==> src/rtl/rvm_constants.sv <==
// Shared constants for the memory-bus arbiter: controller command codes and arbiter FSM state encoding.
package rvm_constants;

  localparam logic [2:0] MEM_CMD_WRITE = 3'b000;
  localparam logic [2:0] MEM_CMD_READ  = 3'b001;

  typedef enum logic [0:0] {
    ARB_S_ARB   = 1'b0,
    ARB_S_ISSUE = 1'b1
  } arb_state_t;

  // Only the exact write code is a write; every other code is issued as a read.
  function automatic logic is_write_cmd(input logic [2:0] cmd);
    return (cmd == MEM_CMD_WRITE);
  endfunction

endpackage

==> src/rtl/mem_bus_arb_if.sv <==
// Request/response bundle for both arbiter ports plus the memory-controller application bus.
interface mem_bus_arb_if #(
  parameter int ADDR_W = 28,
  parameter int DATA_W = 128
);
  logic                  p0_en;
  logic [2:0]            p0_cmd;
  logic [ADDR_W-1:0]     p0_addr;
  logic [DATA_W-1:0]     p0_wdata;
  logic [DATA_W/8-1:0]   p0_wmask;
  logic                  p0_rdy;
  logic                  p0_rd_valid;

  logic                  p1_en;
  logic [2:0]            p1_cmd;
  logic [ADDR_W-1:0]     p1_addr;
  logic [DATA_W-1:0]     p1_wdata;
  logic [DATA_W/8-1:0]   p1_wmask;
  logic                  p1_rdy;
  logic                  p1_rd_valid;

  logic [DATA_W-1:0]     rd_data;
  logic                  grant;
  logic                  err_orphan;

  logic [ADDR_W-1:0]     app_addr;
  logic [2:0]            app_cmd;
  logic                  app_en;
  logic [DATA_W-1:0]     app_wdf_data;
  logic [DATA_W/8-1:0]   app_wdf_mask;
  logic                  app_wdf_wren;
  logic                  app_wdf_end;
  logic                  app_rdy;
  logic                  app_wdf_rdy;
  logic [DATA_W-1:0]     app_rd_data;
  logic                  app_rd_data_valid;

  // Requesters and memory controller together.
  modport master (
    output p0_en, p0_cmd, p0_addr, p0_wdata, p0_wmask,
    output p1_en, p1_cmd, p1_addr, p1_wdata, p1_wmask,
    output app_rdy, app_wdf_rdy, app_rd_data, app_rd_data_valid,
    input  p0_rdy, p0_rd_valid, p1_rdy, p1_rd_valid, rd_data, grant, err_orphan,
    input  app_addr, app_cmd, app_en, app_wdf_data, app_wdf_mask, app_wdf_wren, app_wdf_end
  );

  // The arbiter.
  modport slave (
    input  p0_en, p0_cmd, p0_addr, p0_wdata, p0_wmask,
    input  p1_en, p1_cmd, p1_addr, p1_wdata, p1_wmask,
    input  app_rdy, app_wdf_rdy, app_rd_data, app_rd_data_valid,
    output p0_rdy, p0_rd_valid, p1_rdy, p1_rd_valid, rd_data, grant, err_orphan,
    output app_addr, app_cmd, app_en, app_wdf_data, app_wdf_mask, app_wdf_wren, app_wdf_end
  );
endinterface

==> src/rtl/mem_arb_tag_fifo.sv <==
// In-order FIFO of 1-bit port tags for outstanding reads; head is visible combinationally.
module mem_arb_tag_fifo #(
  parameter int DEPTH = 4
) (
  input  logic clk,
  input  logic resetn,
  input  logic i_push,
  input  logic i_din,
  input  logic i_pop,
  output logic o_full,
  output logic o_empty,
  output logic o_head
);
  localparam int AW = $clog2(DEPTH);
  localparam logic [AW:0] FULL_CNT = DEPTH[AW:0];

  logic [DEPTH-1:0] r_mem;
  logic [AW-1:0]    r_wr_ptr;
  logic [AW-1:0]    r_rd_ptr;
  logic [AW:0]      r_count;
  logic             w_do_push;
  logic             w_do_pop;

  // A full FIFO still takes a push when the same cycle frees a slot.
  assign w_do_pop  = i_pop & ~o_empty;
  assign w_do_push = i_push & (~o_full | w_do_pop);

  assign o_full  = (r_count == FULL_CNT);
  assign o_empty = (r_count == {(AW+1){1'b0}});
  assign o_head  = r_mem[r_rd_ptr];

  // Tag storage; contents need no reset because the count gates every read.
  always_ff @(posedge clk) begin
    if (w_do_push) begin
      r_mem[r_wr_ptr] <= i_din;
    end
  end

  // Pointers and occupancy count.
  always_ff @(posedge clk) begin
    if (!resetn) begin
      r_wr_ptr <= {AW{1'b0}};
      r_rd_ptr <= {AW{1'b0}};
      r_count  <= {(AW+1){1'b0}};
    end else begin
      if (w_do_push) begin
        r_wr_ptr <= r_wr_ptr + 1'b1;
      end
      if (w_do_pop) begin
        r_rd_ptr <= r_rd_ptr + 1'b1;
      end
      case ({w_do_push, w_do_pop})
        2'b10:   r_count <= r_count + 1'b1;
        2'b01:   r_count <= r_count - 1'b1;
        default: r_count <= r_count;
      endcase
    end
  end
endmodule

==> src/rtl/mem_bus_arb.sv <==
// Two-port round-robin arbiter for the memory-controller application bus with in-order read steering.
// Optional MEM_ARB_LOCK_EN adds input bus_owner, which restricts arbitration to the owning port.
module mem_bus_arb
  import rvm_constants::*;
#(
  parameter int ADDR_W = 28,
  parameter int DATA_W = 128,
  parameter int OUTST  = 4
) (
  input logic clk,
  input logic resetn,
`ifdef MEM_ARB_LOCK_EN
  input logic bus_owner,
`endif
  mem_bus_arb_if.slave bus
);
  localparam int MASK_W = DATA_W / 8;

  arb_state_t        r_state;
  logic              r_grant;
  logic              r_ptr;
  logic              r_err_orphan;

  logic              w_fifo_full;
  logic              w_fifo_empty;
  logic              w_fifo_head;
  logic              w_own0;
  logic              w_own1;
  logic              w_p0_elig;
  logic              w_p1_elig;
  logic              w_any_elig;
  logic              w_winner;
  logic [2:0]        w_sel_cmd;
  logic [ADDR_W-1:0] w_sel_addr;
  logic [DATA_W-1:0] w_sel_wdata;
  logic [MASK_W-1:0] w_sel_wmask;
  logic              w_sel_write;
  logic              w_issue;
  logic              w_accept;
  logic              w_push;
  logic              w_pop;

`ifdef MEM_ARB_LOCK_EN
  assign w_own0 = ~bus_owner;
  assign w_own1 = bus_owner;
`else
  assign w_own0 = 1'b1;
  assign w_own1 = 1'b1;
`endif

  // Eligibility and winner choice; reads wait while every tag slot is in use.
  always_comb begin
    w_p0_elig  = bus.p0_en & w_own0 & (is_write_cmd(bus.p0_cmd) | ~w_fifo_full);
    w_p1_elig  = bus.p1_en & w_own1 & (is_write_cmd(bus.p1_cmd) | ~w_fifo_full);
    w_any_elig = w_p0_elig | w_p1_elig;
    if (w_p0_elig && w_p1_elig) begin
      w_winner = r_ptr;
    end else if (w_p1_elig) begin
      w_winner = 1'b1;
    end else begin
      w_winner = 1'b0;
    end
  end

  // Command mux from the granted port's live inputs.
  always_comb begin
    if (r_grant) begin
      w_sel_cmd   = bus.p1_cmd;
      w_sel_addr  = bus.p1_addr;
      w_sel_wdata = bus.p1_wdata;
      w_sel_wmask = bus.p1_wmask;
    end else begin
      w_sel_cmd   = bus.p0_cmd;
      w_sel_addr  = bus.p0_addr;
      w_sel_wdata = bus.p0_wdata;
      w_sel_wmask = bus.p0_wmask;
    end
  end

  assign w_sel_write = is_write_cmd(w_sel_cmd);
  assign w_issue     = (r_state == ARB_S_ISSUE);
  assign w_accept    = w_issue & bus.app_rdy & (~w_sel_write | bus.app_wdf_rdy);
  assign w_push      = w_accept & ~w_sel_write;
  assign w_pop       = bus.app_rd_data_valid;

  assign bus.app_en       = w_issue;
  assign bus.app_addr     = w_sel_addr;
  assign bus.app_cmd      = w_sel_write ? MEM_CMD_WRITE : MEM_CMD_READ;
  assign bus.app_wdf_data = w_sel_wdata;
  assign bus.app_wdf_mask = w_sel_wmask;
  assign bus.app_wdf_wren = w_issue & w_sel_write;
  assign bus.app_wdf_end  = w_issue & w_sel_write;

  assign bus.p0_rdy = w_accept & ~r_grant;
  assign bus.p1_rdy = w_accept & r_grant;

  // Read data is steered by the oldest outstanding tag with no added latency.
  assign bus.p0_rd_valid = bus.app_rd_data_valid & ~w_fifo_empty & ~w_fifo_head;
  assign bus.p1_rd_valid = bus.app_rd_data_valid & ~w_fifo_empty & w_fifo_head;
  assign bus.rd_data     = bus.app_rd_data;
  assign bus.grant       = r_grant;
  assign bus.err_orphan  = r_err_orphan;

  mem_arb_tag_fifo #(
    .DEPTH (OUTST)
  ) u_tag_fifo (
    .clk     (clk),
    .resetn  (resetn),
    .i_push  (w_push),
    .i_din   (r_grant),
    .i_pop   (w_pop),
    .o_full  (w_fifo_full),
    .o_empty (w_fifo_empty),
    .o_head  (w_fifo_head)
  );

  // Arbitration FSM: pick in ARB, hold the grant through ISSUE until accepted.
  always_ff @(posedge clk) begin
    if (!resetn) begin
      r_state <= ARB_S_ARB;
      r_grant <= 1'b0;
      r_ptr   <= 1'b0;
    end else begin
      case (r_state)
        ARB_S_ARB: begin
          if (w_any_elig) begin
            r_grant <= w_winner;
            r_state <= ARB_S_ISSUE;
          end
        end
        ARB_S_ISSUE: begin
          if (w_accept) begin
            r_ptr   <= ~r_grant;
            r_state <= ARB_S_ARB;
          end
        end
        default: begin
          r_state <= ARB_S_ARB;
        end
      endcase
    end
  end

  // Sticky flag for read data that no outstanding read can own.
  always_ff @(posedge clk) begin
    if (!resetn) begin
      r_err_orphan <= 1'b0;
    end else if (bus.app_rd_data_valid && w_fifo_empty) begin
      r_err_orphan <= 1'b1;
    end
  end
endmodule

==> src/flat_wrapper.sv <==
// flat-port wrapper written by rule: the top's interface ports become plain ports
module mem_bus_arb_flat import rvm_constants::*;
#(
  parameter int ADDR_W = 28,
  parameter int DATA_W = 128,
  parameter int OUTST  = 4
)
  (clk, resetn, bus_p0_en, bus_p0_cmd, bus_p0_addr, bus_p0_wdata, bus_p0_wmask, bus_p1_en, bus_p1_cmd, bus_p1_addr, bus_p1_wdata, bus_p1_wmask, bus_app_rdy, bus_app_wdf_rdy, bus_app_rd_data, bus_app_rd_data_valid, bus_p0_rdy, bus_p0_rd_valid, bus_p1_rdy, bus_p1_rd_valid, bus_rd_data, bus_grant, bus_err_orphan, bus_app_addr, bus_app_cmd, bus_app_en, bus_app_wdf_data, bus_app_wdf_mask, bus_app_wdf_wren, bus_app_wdf_end);
  mem_bus_arb_if #(.ADDR_W(ADDR_W), .DATA_W(DATA_W)) bus_i ();
  input logic clk;
  input logic resetn;
  input wire logic [$bits(bus_i.p0_en)-1:0] bus_p0_en;
  input wire logic [$bits(bus_i.p0_cmd)-1:0] bus_p0_cmd;
  input wire logic [$bits(bus_i.p0_addr)-1:0] bus_p0_addr;
  input wire logic [$bits(bus_i.p0_wdata)-1:0] bus_p0_wdata;
  input wire logic [$bits(bus_i.p0_wmask)-1:0] bus_p0_wmask;
  input wire logic [$bits(bus_i.p1_en)-1:0] bus_p1_en;
  input wire logic [$bits(bus_i.p1_cmd)-1:0] bus_p1_cmd;
  input wire logic [$bits(bus_i.p1_addr)-1:0] bus_p1_addr;
  input wire logic [$bits(bus_i.p1_wdata)-1:0] bus_p1_wdata;
  input wire logic [$bits(bus_i.p1_wmask)-1:0] bus_p1_wmask;
  input wire logic [$bits(bus_i.app_rdy)-1:0] bus_app_rdy;
  input wire logic [$bits(bus_i.app_wdf_rdy)-1:0] bus_app_wdf_rdy;
  input wire logic [$bits(bus_i.app_rd_data)-1:0] bus_app_rd_data;
  input wire logic [$bits(bus_i.app_rd_data_valid)-1:0] bus_app_rd_data_valid;
  output wire logic [$bits(bus_i.p0_rdy)-1:0] bus_p0_rdy;
  output wire logic [$bits(bus_i.p0_rd_valid)-1:0] bus_p0_rd_valid;
  output wire logic [$bits(bus_i.p1_rdy)-1:0] bus_p1_rdy;
  output wire logic [$bits(bus_i.p1_rd_valid)-1:0] bus_p1_rd_valid;
  output wire logic [$bits(bus_i.rd_data)-1:0] bus_rd_data;
  output wire logic [$bits(bus_i.grant)-1:0] bus_grant;
  output wire logic [$bits(bus_i.err_orphan)-1:0] bus_err_orphan;
  output wire logic [$bits(bus_i.app_addr)-1:0] bus_app_addr;
  output wire logic [$bits(bus_i.app_cmd)-1:0] bus_app_cmd;
  output wire logic [$bits(bus_i.app_en)-1:0] bus_app_en;
  output wire logic [$bits(bus_i.app_wdf_data)-1:0] bus_app_wdf_data;
  output wire logic [$bits(bus_i.app_wdf_mask)-1:0] bus_app_wdf_mask;
  output wire logic [$bits(bus_i.app_wdf_wren)-1:0] bus_app_wdf_wren;
  output wire logic [$bits(bus_i.app_wdf_end)-1:0] bus_app_wdf_end;
  assign bus_i.p0_en = bus_p0_en;
  assign bus_i.p0_cmd = bus_p0_cmd;
  assign bus_i.p0_addr = bus_p0_addr;
  assign bus_i.p0_wdata = bus_p0_wdata;
  assign bus_i.p0_wmask = bus_p0_wmask;
  assign bus_i.p1_en = bus_p1_en;
  assign bus_i.p1_cmd = bus_p1_cmd;
  assign bus_i.p1_addr = bus_p1_addr;
  assign bus_i.p1_wdata = bus_p1_wdata;
  assign bus_i.p1_wmask = bus_p1_wmask;
  assign bus_i.app_rdy = bus_app_rdy;
  assign bus_i.app_wdf_rdy = bus_app_wdf_rdy;
  assign bus_i.app_rd_data = bus_app_rd_data;
  assign bus_i.app_rd_data_valid = bus_app_rd_data_valid;
  assign bus_p0_rdy = bus_i.p0_rdy;
  assign bus_p0_rd_valid = bus_i.p0_rd_valid;
  assign bus_p1_rdy = bus_i.p1_rdy;
  assign bus_p1_rd_valid = bus_i.p1_rd_valid;
  assign bus_rd_data = bus_i.rd_data;
  assign bus_grant = bus_i.grant;
  assign bus_err_orphan = bus_i.err_orphan;
  assign bus_app_addr = bus_i.app_addr;
  assign bus_app_cmd = bus_i.app_cmd;
  assign bus_app_en = bus_i.app_en;
  assign bus_app_wdf_data = bus_i.app_wdf_data;
  assign bus_app_wdf_mask = bus_i.app_wdf_mask;
  assign bus_app_wdf_wren = bus_i.app_wdf_wren;
  assign bus_app_wdf_end = bus_i.app_wdf_end;
  mem_bus_arb #(.ADDR_W(ADDR_W), .DATA_W(DATA_W), .OUTST(OUTST)) u_core (.clk(clk), .resetn(resetn), .bus(bus_i));
endmodule
==> config.mk <==
export PLATFORM = sky130hd
export DESIGN_NAME = mem_bus_arb_flat
export DESIGN_NICKNAME = d
export VERILOG_FILES = /design/src/rtl/rvm_constants.sv /design/src/rtl/mem_bus_arb_if.sv /design/src/rtl/mem_arb_tag_fifo.sv /design/src/rtl/mem_bus_arb.sv /design/src/flat_wrapper.sv
export SDC_FILE = /design/constraint.sdc
export NUM_CORES = 1
export LEC_CHECK = 0
export CAP_MARGIN = 20
export CORE_AREA = 5 5 305 307
export DETAILED_ROUTE_END_ITERATION = 16
export DIE_AREA = 0 0 310 312
export GPL_ROUTABILITY_DRIVEN = 0
export SLEW_MARGIN = 10
export SYNTH_ARGS = -nofsm -noshare
export SYNTH_HDL_FRONTEND = slang
export SYNTH_SLANG_ARGS = --single-unit
==> constraint.sdc <==
create_clock -name clk -period 2.85 [get_ports clk]
set_clock_uncertainty 0.05 [all_clocks]
set_input_delay 0.4275 -clock clk [delete_from_list [all_inputs] [get_ports clk]]
set_output_delay 0.4275 -clock clk [all_outputs]
set_load 0.01 [all_outputs]
==> results of run 1 <==
==> power breakdown <==
part / switching [mW] / internal (mW)
sequential: 0.0614 / 0.267
combinational: 0.914 / 1.58
clock: 0.0880 / 0.188
total: 1.06 / 2.03
==> kinds of logic (layout without fill, tap and decap cells) <==
kind of cell             Yosys count  after routing  share of synthesized area [%]
AO/OA/AOI/OAI                     19             19                           2.89
XOR/XNOR                           2              2                          0.455
adder cells (fa/ha/maj)            5              5                           1.82
buffers and inverters            158            561                           28.4
flip-flops                        15             15                           8.83
multiplexers                     177            177                           52.0
other                              1             18                         0.0973
AND/OR/NAND/NOR                   38             38                           5.52
==> layout make-up <==
type / count / area (sq um) / share of cell area, %
clock buffers: 3 / 75.1 / 0.758
diodes: 16 / 40.0 / 0.404
clock inverters: 1 / 5.00 / 0.0505
repair buffers: 551 / 5530 / 55.8
flip-flops and latches: 15 / 344 / 3.47
inverters: 6 / 22.5 / 0.227
multi-input cells: 243 / 2430 / 24.5
well taps: 1176 / 1470 / 14.8
==> worst max path at each step <==
stage                                         to  depth (start not counted)
finish                                bus_p1_rdy                          7
global route                          bus_p0_rdy                          6
CTS                             bus_app_wdf_wren                          5
detailed placement              bus_app_wdf_wren                          5
global placement                bus_app_wdf_wren                          5
floorplan           u_core.u_tag_fifo.r_count[2]                          9
==> flip-flops by register name (all words and copies together), names as in the netlist <==
signal,flops
u_core.u_tag_fifo.r_rd_ptr,2
u_core.bus.err_orphan,1
u_core.bus.grant,1
u_core.u_tag_fifo.r_count,3
u_core.r_ptr,1
u_core.bus.app_en,1
u_core.u_tag_fifo.r_mem,4
u_core.u_tag_fifo.r_wr_ptr,2
==> tightest hold or removal path, stage by stage (launching register included) <==
cell and delay [ns]:
sky130_fd_sc_hd__dfxtp_1 0.33, sky130_fd_sc_hd__a21oi_1 0.04, sky130_fd_sc_hd__nor2_1 0.07
==> per-stage QoR <==
step	setup WS (ns)	total power [mW]	hold slack (ns)	utilization, %	instance area (sq um)
after global routing	0.0131	3.27	0.455	11.0	9870
after floorplan	0.618	1.52	0.404	-	3860
after global placement	0.00312	2.85	0.411	10.9	9780
after detailed placement	0.0124	2.84	0.413	10.9	9780
after CTS	0.00586	3.14	0.427	11.0	9860
final	0.109	3.09	0.421	11.0	9910
==> routing by layer <==
layer	vias up	share of wire [%]	GRT usage, %
met5	-	0.23	0
met4	20	1.0	0.326
met3	47	22	8.82
li1	2151	-	-
met2	577	35	11.3
met1	2112	41	10.2
==> cell usage after synthesis (2+ instances only) <==
master / instances
sky130_fd_sc_hd__nand2_1: 6
sky130_fd_sc_hd__o21ai_0: 7
sky130_fd_sc_hd__ha_1: 4
sky130_fd_sc_hd__nand2b_1: 2
sky130_fd_sc_hd__clkbuf_1: 19
sky130_fd_sc_hd__edfxtp_1: 4
sky130_fd_sc_hd__inv_1: 6
sky130_fd_sc_hd__dfxtp_1: 11
sky130_fd_sc_hd__a21oi_1: 6
sky130_fd_sc_hd__nand3_1: 4
sky130_fd_sc_hd__nor3_1: 3
sky130_fd_sc_hd__nor2_1: 8
sky130_fd_sc_hd__mux2i_1: 3
sky130_fd_sc_hd__mux2_2: 172
sky130_fd_sc_hd__and3_1: 5
sky130_fd_sc_hd__buf_4: 131
sky130_fd_sc_hd__and2_1: 3
==> what timing repair did <==
action	in CTS	in global routing
buffers inserted	0	0
resized for setup	0	3
endpoints found under the setup margin	0	4
==> impl_table.tex, run 1 <==
\begin{tabular}{lr}
\hline
Metric & Value \\
\hline
\multicolumn{2}{l}{\textbf{Timing}} \\
\quad Actual transition at the worst max-transition pin & 0.521 ns \\
\quad Final clock period utilization by the worst path & 96.2\% \\
\quad Fin Setup TNS & 0 ns \\
\quad Maximum clock frequency & 0.365 GHz \\
\quad Clock period minus final worst setup slack & 2.74 ns \\
\quad Max\_slew headroom & 65.2\% \\
\quad Pins over their slew limit & 0 \\
\quad Number of endpoints with negative hold slack in the final report & 0 \\
\quad Setup repair after global routing missed its margin & no \\
\quad \# setup viols final & 0 \\
\multicolumn{2}{l}{\textbf{Worst setup path}} \\
\quad Data required, critical path & 2.37 ns \\
\quad Critical-path maximum fanout & 3 \\
\quad Launch point of the critical path & bus\_p1\_cmd[0] \\
\quad R2R setup slack & 0.63 ns \\
\quad Number of buffer and inverter stages on the critical path & 3 \\
\quad Type of the worst setup path & in -> out \\
\quad Slowest cell on the critical path & sky130\_fd\_sc\_hd\_\_or4b\_4 \\
\quad Setup crit end kind & primary output \\
\quad Worst reg2reg path startpoint & u\_core.bus.grant \\
\quad Capture point of the worst reg-to-reg path & u\_core.u\_tag\_fifo.r\_count[2] \\
\quad Longest individual stage delay on the worst path & 0.56 ns \\
\quad Critical path launch point type & input pin \\
\quad Worst Reg-to-Reg Cells & 8 \\
\quad Largest delay contributor family on the critical path & simple AND/OR/NAND/NOR gates \\
\quad Arr. time, crit path & 2.26 ns \\
\quad CP cell instances & clkdlybuf4s50\_1 -> or4b\_4 -> and2\_1 -> buf\_4 -> o21ai\_0 -> nor2\_1 -> buf\_12 \\
\multicolumn{2}{l}{\textbf{Clocking}} \\
\quad Clock Tree Root & sky130\_fd\_sc\_hd\_\_clkbuf\_16 \\
\quad Insertion delay of the later-clocked pin in the worst-skew pair & 0.25 ns \\
\quad Num CTS Buffers & 3 \\
\quad Quantity of hold-fixing buffers added after cts & 0 \\
\quad Clock tree sinks & 15 \\
\quad Clock transition at the registers of the reported paths & 0.05 ns \\
\quad TritonCTS clock tree & done \\
\quad Max Root-Sink Buffers & 2 \\
\quad Level count of the clock H-tree & 1 \\
\multicolumn{2}{l}{\textbf{Route}} \\
\quad Average wire per cell in the routed design & 22.5 microns \\
\quad Via-per-instance ratio & 2.44 \\
\quad Antenna-violating nets left & 0 \\
\quad Drt first-iter violations & 160 \\
\quad Total routed wirelength & 45.3 mm \\
\quad Drt pass-1 iters & 4 \\
\quad Remaining design rule violation count & 0 \\
\quad Total number of vias & 4907 \\
\multicolumn{2}{l}{\textbf{Logic synthesis}} \\
\quad Count of state elements after synthesis & 15 \\
\quad Avg Inst Size Synth & 9.28 sq um \\
\quad Cell type contributing the most total cell area after synthesis & sky130\_fd\_sc\_hd\_\_mux2\_2 \\
\quad Post-synth cell types & 38 \\
\quad Syn Std Cell Area & 3850 sq um \\
\quad Synth Instances & 415 \\
\quad Sequential fraction of the synthesis area & 8.83\% \\
\quad Synth async-reset ratio & 0\% \\
\quad Top\_reg\_cell synth & sky130\_fd\_sc\_hd\_\_dfxtp\_1 \\
\quad Area fraction of the dominant cell type after synthesis & 50.3\% \\
\quad Number of enable flip-flop cells after synthesis & 4 \\
\quad Biggest area contributors in the synthesized netlist & sky130\_fd\_sc\_hd\_\_mux2\_2, sky130\_fd\_sc\_hd\_\_buf\_4, sky130\_fd\_sc\_hd\_\_dfxtp\_1 \\
\quad Yosys warning count & 0 \\
\multicolumn{2}{l}{\textbf{Pwr}} \\
\quad PwrDens & 312 nW/um\^{}2 \\
\quad Worst-case vdd ir drop & 161 uV \\
\quad Leakage & 3.23 nW \\
\multicolumn{2}{l}{\textbf{Final layout}} \\
\quad Commonest non-fill, non-tap cells in the layout & sky130\_fd\_sc\_hd\_\_clkdlybuf4s50\_1, sky130\_fd\_sc\_hd\_\_mux2\_2, sky130\_fd\_sc\_hd\_\_buf\_4 \\
\quad Final Instance Count excl. Fillers & 2011 \\
\quad Area delta synth->final & 157\% \\
\quad Total number of nets in the final design & 1310 \\
\quad Fraction of layout instances using a drive strength above 1 & 24.7\% \\
\quad Most common cell after layout, fill and taps aside & sky130\_fd\_sc\_hd\_\_clkdlybuf4s50\_1 \\
\quad Fill cell total of the finished layout & 10404 \\
\multicolumn{2}{l}{\textbf{Die}} \\
\quad Chip Width & 310 microns \\
\quad Initial Utilization & 4.29\% \\
\quad I/O Pins & 797 \\
\quad Standard-cell row count & 110 \\
\quad Core Area & 89700 sq um \\
\quad Floorplan die area & 96700 sq um \\
\quad Overall die height & 312 microns \\
\multicolumn{2}{l}{\textbf{Hold path}} \\
\quad Hold\_sp & u\_core.bus.err\_orphan \\
\quad Number of stages on the worst hold path & 2 \\
\quad Worst min-delay path class & reg -> reg \\
\quad Worst min-delay path endpoint & u\_core.bus.err\_orphan \\
\multicolumn{2}{l}{\textbf{Place}} \\
\quad DP HPWL & 42.3 mm \\
\quad Port buffer count & 538 \\
\quad Total instance count after detailed placement & 1991 \\
\multicolumn{2}{l}{\textbf{GRT}} \\
\quad GRT Total Usage & 8.57\% \\
\quad First-pass GRT wire length & 53.4 mm \\
\quad GRT Residual Overflow & 0 \\
\quad Via count of the first global-routing pass & 5149 \\
\quad Pin count of the biggest net entering global routing & 71 \\
\quad Initial antenna violation count & 54 \\
\multicolumn{2}{l}{\textbf{Status}} \\
\quad Status & completed \\
\multicolumn{2}{l}{\textbf{Run}} \\
\quad Max\_cap viols & 0 \\
\hline
\end{tabular}
Power figures use the tool's default switching activity.
==> inputs of run 2 (changes only) <==
--- a/config.mk
+++ b/config.mk
@@ -14,3 +14,4 @@
 export SYNTH_ARGS = -nofsm -noshare
 export SYNTH_HDL_FRONTEND = slang
 export SYNTH_SLANG_ARGS = --single-unit
+export TNS_END_PERCENT = 10
==> constraint.sdc (replaced) <==
create_clock -name clk -period 2.9 [get_ports clk]
set_clock_uncertainty 0.05 [all_clocks]
set_input_delay 0.435 -clock clk [delete_from_list [all_inputs] [get_ports clk]]
set_output_delay 0.435 -clock clk [all_outputs]
set_load 0.01 [all_outputs]
==> run 2 against run 1 <==
Effect of this change:
- combinational power decreased by 2%
- global-route usage is essentially flat
- cell count decreased by 0.20%
- critical path type unchanged
- critical endpoint is now bus_p0_rdy
- largest cell class unchanged
- largest power group unchanged
- highest routed layer unchanged
==> impl_table.tex, run 2 (synthesis gave the netlist of run 1 again) <==
\begin{tabular}{lr}
\hline
Metric & Value \\
\hline
\multicolumn{2}{l}{\textbf{Timing}} \\
\quad Actual transition at the worst max-transition pin & 0.504 ns \\
\quad Pins over their slew limit & 0 \\
\quad Final WS setup & 0.109 ns \\
\quad Max\_slew headroom & 65.9\% \\
\quad Final clock period utilization by the worst path & 96.3\% \\
\quad Number of endpoints with negative hold slack in the final report & 0 \\
\quad Setup repair after global routing missed its margin & no \\
\quad \# setup viols final & 0 \\
\quad Clock period minus final worst setup slack & 2.79 ns \\
\quad Maximum clock frequency & 0.358 GHz \\
\quad Fin Setup TNS & 0 ns \\
\multicolumn{2}{l}{\textbf{Worst setup path}} \\
\quad R2R setup slack & 0.71 ns \\
\quad CP cell instances & clkdlybuf4s50\_1 -> or4b\_1 -> a21oi\_1 -> or3\_1 -> inv\_1 -> clkdlybuf4s50\_1 \\
\quad Worst Reg-to-Reg Cells & 8 \\
\quad Type of the worst setup path & in -> out \\
\quad Setup crit end kind & primary output \\
\quad Capture point of the worst reg-to-reg path & u\_core.u\_tag\_fifo.r\_count[2] \\
\quad Longest individual stage delay on the worst path & 0.58 ns \\
\quad Arr. time, crit path & 2.31 ns \\
\quad Cell seen most often among critical-path stages & sky130\_fd\_sc\_hd\_\_clkdlybuf4s50\_1 \\
\quad Slowest cell on the critical path & sky130\_fd\_sc\_hd\_\_or4b\_1 \\
\quad Data required, critical path & 2.41 ns \\
\quad Critical-path maximum fanout & 3 \\
\quad Critical path launch point type & input pin \\
\quad Worst reg2reg path startpoint & u\_core.bus.grant \\
\multicolumn{2}{l}{\textbf{Clocking}} \\
\quad Max Root-Sink Buffers & 2 \\
\quad Buffer count from post-CTS setup fixing & 0 \\
\quad Level count of the clock H-tree & 1 \\
\quad Clock transition at the registers of the reported paths & 0.05 ns \\
\quad Insertion delay of the later-clocked pin in the worst-skew pair & 0.25 ns \\
\quad Clock Tree Root & sky130\_fd\_sc\_hd\_\_clkbuf\_16 \\
\quad TritonCTS clock tree & done \\
\quad Clock tree sinks & 15 \\
\quad Num CTS Buffers & 3 \\
\multicolumn{2}{l}{\textbf{GRT}} \\
\quad GRT Total Usage & 8.59\% \\
\quad First-pass GRT wire length & 53.7 mm \\
\quad Pin count of the biggest net entering global routing & 67 \\
\quad Initial antenna violation count & 58 \\
\quad Via count of the first global-routing pass & 5214 \\
\quad GRT Residual Overflow & 0 \\
\multicolumn{2}{l}{\textbf{Final layout}} \\
\quad Area of all sequential standard cells & 344 sq um \\
\quad Most common cell after layout, fill and taps aside & sky130\_fd\_sc\_hd\_\_clkdlybuf4s50\_1 \\
\quad Largest Register & u\_core.u\_tag\_fifo.r\_mem \\
\quad Total number of nets in the final design & 1307 \\
\quad Final cell utilization of the core & 11.0\% \\
\quad Fill cell total of the finished layout & 10429 \\
\quad Area delta synth->final & 156\% \\
\quad Flip-flop count of the largest register after layout & 4 \\
\quad Top Registers & u\_core.u\_tag\_fifo.r\_mem x4, u\_core.u\_tag\_fifo.r\_count x3 \\
\quad Multi-input combinational cell area & 2420 sq um \\
\quad Final Instance Count excl. Fillers & 2007 \\
\quad Commonest non-fill, non-tap cells in the layout & sky130\_fd\_sc\_hd\_\_clkdlybuf4s50\_1, sky130\_fd\_sc\_hd\_\_mux2\_2, sky130\_fd\_sc\_hd\_\_buf\_4 \\
\quad Fraction of layout instances using a drive strength above 1 & 24.3\% \\
\multicolumn{2}{l}{\textbf{Die}} \\
\quad Initial Utilization & 4.29\% \\
\quad Floorplan die area & 96700 sq um \\
\quad I/O Pins & 797 \\
\quad Core Area & 89700 sq um \\
\quad Standard-cell row count & 110 \\
\quad Overall die height & 312 microns \\
\quad Chip Width & 310 microns \\
\multicolumn{2}{l}{\textbf{Status}} \\
\quad Status & completed \\
\multicolumn{2}{l}{\textbf{Pwr}} \\
\quad Worst-case vdd ir drop & 154 uV \\
\quad Leakage & 3.22 nW \\
\quad PwrDens & 306 nW/um\^{}2 \\
\multicolumn{2}{l}{\textbf{Hold path}} \\
\quad Worst min-delay path class & reg -> reg \\
\quad Number of stages on the worst hold path & 2 \\
\quad Worst min-delay path endpoint & u\_core.bus.err\_orphan \\
\quad Hold\_sp & u\_core.bus.err\_orphan \\
\multicolumn{2}{l}{\textbf{Place}} \\
\quad DP HPWL & 42.4 mm \\
\quad Minimum setup slack after placement & 0.0298 ns \\
\quad Port buffer count & 538 \\
\quad Total instance count after detailed placement & 1988 \\
\multicolumn{2}{l}{\textbf{Route}} \\
\quad Via-per-instance ratio & 2.44 \\
\quad Antenna-violating nets left & 0 \\
\quad Average wire per cell in the routed design & 22.5 microns \\
\quad Drt first-iter violations & 115 \\
\quad Remaining design rule violation count & 0 \\
\quad Total number of vias & 4903 \\
\quad Total routed wirelength & 45.2 mm \\
\quad Drt pass-1 iters & 4 \\
\multicolumn{2}{l}{\textbf{Run}} \\
\quad Max\_cap viols & 0 \\
\hline
\end{tabular}
run 2: worst max-delay path by stage:
stage                                 from                      endpoint  slack (ns)
final                        bus_p1_cmd[1]                    bus_p0_rdy        0.11
after global routing         bus_p1_cmd[1]                    bus_p0_rdy        0.04
after CTS                    bus_p1_cmd[1]               bus_app_wdf_end        0.01
after detailed placement     bus_p1_cmd[1]               bus_app_wdf_end        0.03
after global placement       bus_p1_cmd[1]              bus_app_wdf_wren        0.03
after floorplan           u_core.bus.grant  u_core.u_tag_fifo.r_count[2]        0.67
run 2: worst max-delay path, delay by kind of cell:
kind / cells / cell delay (ns)
buffers and inverters: 3 / 0.95
AND/OR/NAND/NOR: 2 / 0.73
AO/OA/AOI/OAI: 1 / 0.19
run 2: per-layer routing:
metal / part of all wire (%) / GRT usage, % / up-vias
met3: 22 / 8.67 / 44
met4: 1.2 / 0.977 / 18
met1: 42 / 10.3 / 2108
met5: 0.23 / 0.455 / -
li1: - / - / 2146
met2: 35 / 11.0 / 587
run 2: what timing repair did:
item	in CTS	in global routing
setup endpoints to repair	0	2
gates resized for setup	0	2
hold buffers	0	0
run 2: where the power goes:
part | total [mW] | leakage [nW] | switching, mW | internal [mW]
combinational | 2.43 | 3.05 | 0.897 | 1.54
clock | 0.270 | 0.0410 | 0.0853 | 0.184
sequential | 0.322 | 0.128 | 0.0596 | 0.262
run 2: cell type report:
cell class	count	area share (%)
clock buffer	3	0.760
multi-input combinational	243	24.5
timing repair buffer	548	55.7
sequential	15	3.48
inverter	6	0.228
antenna	15	0.380
tap	1176	14.9
clock inverter	1	0.0507
run 2: per-stage QoR:
stage | hold WS [ns] | power (mW) | instance area, sq um
floorplan | 0.404 | 1.50 | 3860
global placement | 0.416 | 2.79 | 9760
detailed placement | 0.414 | 2.78 | 9760
CTS | 0.429 | 3.07 | 9840
global route | 0.471 | 3.21 | 9850
finish | 0.422 | 3.02 | 9880
